## src/rtl/prefetch_width_fifo.sv

```systemverilog
// First-word-fall-through FIFO that accepts wide words and emits them as narrow
// slices, with flush, fill level, almost-full and selectable slice order.
module prefetch_width_fifo #(
   parameter int WR_DATA_WIDTH = 128,
   parameter int RATIO         = 8,
   parameter int DEPTH_WIDTH   = 5,
   parameter int AF_LEVEL      = 28,
   parameter int LSB_FIRST     = 1,
   localparam int RD_DATA_WIDTH = WR_DATA_WIDTH / RATIO
) (
   input  logic                     clk,
   input  logic                     rst_n,
   input  logic                     flush,
   input  logic                     wr_en,
   input  logic [WR_DATA_WIDTH-1:0] wr_data,
   output logic                     wr_vld,
   input  logic                     rd_en,
   output logic                     rd_vld,
   output logic [RD_DATA_WIDTH-1:0] rd_data,
   output logic [DEPTH_WIDTH:0]     wr_level,
   output logic                     almost_full
);

   localparam int SEL_W = (RATIO > 1) ? $clog2(RATIO) : 1;
   localparam int DEPTH = 1 << DEPTH_WIDTH;
   localparam logic [DEPTH_WIDTH:0] FULL_LEVEL = (DEPTH_WIDTH + 1)'(DEPTH);
   localparam logic [DEPTH_WIDTH:0] AF_THRESH  = (DEPTH_WIDTH + 1)'(AF_LEVEL);

   logic [WR_DATA_WIDTH-1:0] mem [DEPTH];
   logic [DEPTH_WIDTH:0]     wr_ptr;
   logic [DEPTH_WIDTH:0]     rd_ptr;
   logic [WR_DATA_WIDTH-1:0] cur;
   logic [SEL_W-1:0]         sel;

   logic mem_empty;
   logic last_slice;
   logic wr_fire;
   logic consume;
   logic pop;

   // Handshakes: a word transfers on a clock where wr_en && wr_vld; a slice is
   // consumed on a clock where rd_en && rd_vld. wr_vld and rd_vld never depend
   // on wr_en or rd_en in the same cycle.
   assign wr_level    = wr_ptr - rd_ptr;
   assign mem_empty   = (wr_ptr == rd_ptr);
   assign wr_vld      = (wr_level != FULL_LEVEL);
   assign almost_full = (wr_level >= AF_THRESH);
   assign last_slice  = (RATIO == 1) ? 1'b1 : (sel == SEL_W'(RATIO - 1));
   assign wr_fire     = wr_en && wr_vld && !flush;
   assign consume     = rd_en && rd_vld;

   // Refill cur either when idle (prefetch) or as the last slice leaves, so a
   // word boundary costs no bubble.
   assign pop = !mem_empty && !flush && (!rd_vld || (consume && last_slice));

   // Storage is plain LUT RAM: no reset, combinational read.
   always_ff @(posedge clk) begin
      if (wr_fire) begin
         mem[wr_ptr[DEPTH_WIDTH-1:0]] <= wr_data;
      end
   end

   always_ff @(posedge clk or negedge rst_n) begin
      if (!rst_n) begin
         wr_ptr <= '0;
         rd_ptr <= '0;
         cur    <= '0;
         sel    <= '0;
         rd_vld <= 1'b0;
      end else if (flush) begin
         wr_ptr <= '0;
         rd_ptr <= '0;
         sel    <= '0;
         rd_vld <= 1'b0;
      end else begin
         if (wr_fire) begin
            wr_ptr <= wr_ptr + 1'b1;
         end
         if (pop) begin
            cur    <= mem[rd_ptr[DEPTH_WIDTH-1:0]];
            rd_ptr <= rd_ptr + 1'b1;
            sel    <= '0;
            rd_vld <= 1'b1;
         end else if (consume) begin
            if (last_slice) begin
               sel    <= '0;
               rd_vld <= 1'b0;
            end else begin
               sel <= sel + 1'b1;
            end
         end
      end
   end

   generate
      if (RATIO == 1) begin : g_no_slice
         assign rd_data = cur;
      end else begin : g_slice
         logic [RD_DATA_WIDTH-1:0] slices [RATIO];
         logic [SEL_W-1:0]         idx;
         for (genvar i = 0; i < RATIO; i++) begin : g_cut
            assign slices[i] = cur[i*RD_DATA_WIDTH +: RD_DATA_WIDTH];
         end
         // RATIO is a power of two, so RATIO-1-sel is simply ~sel.
         assign idx     = (LSB_FIRST != 0) ? sel : ~sel;
         assign rd_data = slices[idx];
      end
   endgenerate

endmodule

```

## config.mk

```make
export PLATFORM = sky130hd
export DESIGN_NAME = prefetch_width_fifo
export DESIGN_NICKNAME = d
export VERILOG_FILES = /design/src/rtl/prefetch_width_fifo.sv
export SDC_FILE = /design/constraint.sdc
export NUM_CORES = 2
export LEC_CHECK = 0
export CORE_MARGIN = 1.5
export CORE_UTILIZATION = 45
export DETAILED_ROUTE_END_ITERATION = 8
export GPL_TIMING_DRIVEN = 0
export PLACE_DENSITY_LB_ADDON = 0.05
export SKIP_LAST_GASP = 1
export SLEW_MARGIN = 20
export SYNTH_ARGS = -nofsm -noshare
export SYNTH_HDL_FRONTEND = slang
export SYNTH_SLANG_ARGS = --single-unit
```

## constraint.sdc

```tcl
create_clock -name clk -period 8.25 [get_ports clk]
set_input_delay 0.825 -clock clk [delete_from_list [all_inputs] [get_ports clk]]
set_output_delay 0.825 -clock clk [all_outputs]
set_load 0.1 [all_outputs]
```

==> impl_results.md <==
* Status: complete, no violations
* Core Rows at 218
* Number of port buffers at between 150 and 200
* Setup TNS at 0 ps
* Layout cell share with drive strength beyond 1 at 0.2748
* DRT iter0 DRCs at 9187
* CP Launch Type: flop
* Peak VDD IR at 0.0002549 V
* Cts repair resizes at 0
* Clock latency at the later pin of the worst-skew pair at 1000 ps
* Pre-CTS setup slack at 1985 ps
* Util after Layout at 0.5368
* GRT overflow at 0
* CTS clock-pin slew for the worst setup and hold paths at 70 ps
* P per Cell Area at 293.6 nW/µm²
* Crit end category: output pin
* Worst slew margin at 0.1309
* Clock Sinks at approximately 4200
* CTS Hold Bufs at 1
* Routed vias/inst at 6.126
* Initial antenna violation count at 57
* Post-DP HPWL at 337000 µm
* CP startpoint: rd_ptr[4]
* Die Footprint at 357400 µm²
* Post-CTS repair timing setup buffer count at 0
* Syn Std Cell Area at 159200 µm²
* Number of enable flip-flop cells after synthesis at a little over 4000
* Slew Viols, Final at 0
* Dpl cell area at 174800 µm²
* Max-Cap Viols at 0
* Synth cell count leaders: edfxtp_1 (4096), mux4_2 (1003), o22ai_1 (292)
* Routed WL at 482000 µm
* Clock Root Buffer: clkbuf_16
* Die Y at 597.8 µm
* Final worst setup slack at 870.5 ps
* Filler Cell Count at 27090
* Cell taking the most area after synthesis: edfxtp_1
* Fin area at roughly 190000 µm²
* Die X-Extent at 597.8 µm
* Layout net count at roughly 8000
* Syn_nets at roughly 7000
* Drt wl/cell at 37.18 µm
* Syn avg cell area at approximately 23 µm²
* Gpl congestion at 0.8172
* Area of the multi-input gates at 31160 µm²
* Clock Path Buffers at 4
* I/O Pins at around 160
* Fin Hold WS at 330.4 ps
* Clock Skew at 56.13 ps
* First-pass GRT wire length at 663000 µm
* Final hold viol count at 0
* Final setup viols at 0
* Post-synthesis register bit count at 4240
* CTS tree: done
* Area Growth Syn to Fin at 18.82%
* Hold Path Class: primary input to flop
* Crit path max fanout at 10
* CTS buffer count at 446
* Main synth FF type: edfxtp_1
* Routed Antenna Nets at 0
* Yosys Warn Count at 0
* Worst slew pin tran at 1299 ps
* R2R Path Start: rd_ptr[4]
* Async SR Flop Fraction at 0.03396
* Setup CP Type: flop to output pin
* Fmax at 135.5 MHz
* Total GRT Usage at 0.2706
* Htree depth at 5
* Register Area at 126600 µm²
* Syn Inst Count at a little under 7000
* Synth unique cells at 45
* Drt first pass iters at 8
* # DRC at 0
* Seq/Total Area, Yosys at 0.7951
* Final critical-path required period at about 7400 ps
* Critical Path AT at 6550 ps
* RSZ-0062 raised after global routing: no
* Vias in the first global route at 80800
* Vias at about 79000
* Largest net degree at the start of global routing at 70
* Final period utilization at 0.8945
* Core area at approximately 350000 µm²
* Count leader, synth: edfxtp_1
* Top-area cell type share of the netlist area at 0.7725
* Top cells by area, synth: edfxtp_1 (77%), mux4_2 (14%), dfrtp_1 (2.3%)
* Hold path start: wr_data[88]
* Setup crit end: wr_vld
* FF-to-FF setup slack at 2100 ps
* Worst reg-to-reg path cell count at 15
* Lkg Pwr at 58.80 nW
* Worst path required time at 7420 ps
* Starting Density at 0.4518
* Worst r2r dst: mem[21][109]
==> per-stage QoR <==
stage               std cells  power (mW)
floorplan                6886       31.83
global placement        11770       36.13
detailed placement      12110       36.25
CTS                     12940       56.08
global route            12950       57.25
finish                  12960       55.55
==> cell type report <==
class / count / share of cell area
clock buffer: 576 / 0.06335
timing repair buffer: 493 / 0.04846
buffer: 395 / 0.009153
tap: 4730 / 0.03128
clock inverter: 256 / 0.01333
inverter: 10 / 0.0001984
sequential: 4240 / 0.6692
multi-input combinational: 2241 / 0.1647
antenna: 22 / 0.0002910
==> flip-flops by register name, summed over array words and instances, names as in the netlist <==
| name | count |
|---|---|
| mem | 4096 |
| cur | 128 |
| rd_ptr | 6 |
| wr_ptr | 6 |
| g_slice.idx | 3 |
| rd_vld | 1 |
==> logic make-up after synthesis <==
logic type | synth area share
multiplexers | 0.1509
AND/OR/NAND/NOR | 0.01012
flip-flops | 0.7951
AO/OA/AOI/OAI | 0.03143
buffers and inverters | 0.01087
adder cells (fa/ha/maj) | 0.001069
XOR/XNOR | 0.0004872
==> critical path, stage by stage, from the launching register on <==
cell	delay [ps]
dfrtp_1	360
clkbuf_1	180
inv_2	310
clkbuf_1	720
buf_2	290
buf_12	220
ha_1	320
xor2_1	1040
nor3_1	390
nand2_1	470
clkdlybuf4s50_1	1220
==> metal layers <==
layer,track usage,up-vias,share of wire
li1,-,31730,-
met1,0.3697,43840,0.40
met2,0.4492,3075,0.50
met3,0.03989,744,0.065
met4,0.09042,34,0.035
met5,0,-,0.00041
==> how the worst min path moves through the flow <==
stage,to,slack [ps],cells after the start
after floorplan,cur[100],450,2
after global placement,cur[111],470,2
after detailed placement,cur[78],470,2
after CTS,cur[32],330,2
after global routing,mem[20][88],340,1
final,mem[20][88],330,1
==> cell usage in the layout (no fill, tap or decap), types with 121 or more instances in the layout <==
cell type and count:
o22ai_1 292, buf_12 166, buf_2 167, buf_16 157
mux4_2 1003, clkdlybuf4s50_1 121, clkbuf_1 304, clkbuf_16 451
a22oi_1 159, edfxtp_1 4096, mux2i_1 121, dfrtp_1 144
==> where the power goes <==
group / switching [mW] / internal (mW) / total [mW]
Clock: 8.46 / 11.5 / 19.9
Sequential: 0.645 / 24.1 / 24.8
Combinational: 6.35 / 4.50 / 10.9
(Power assumes the default switching activity.)
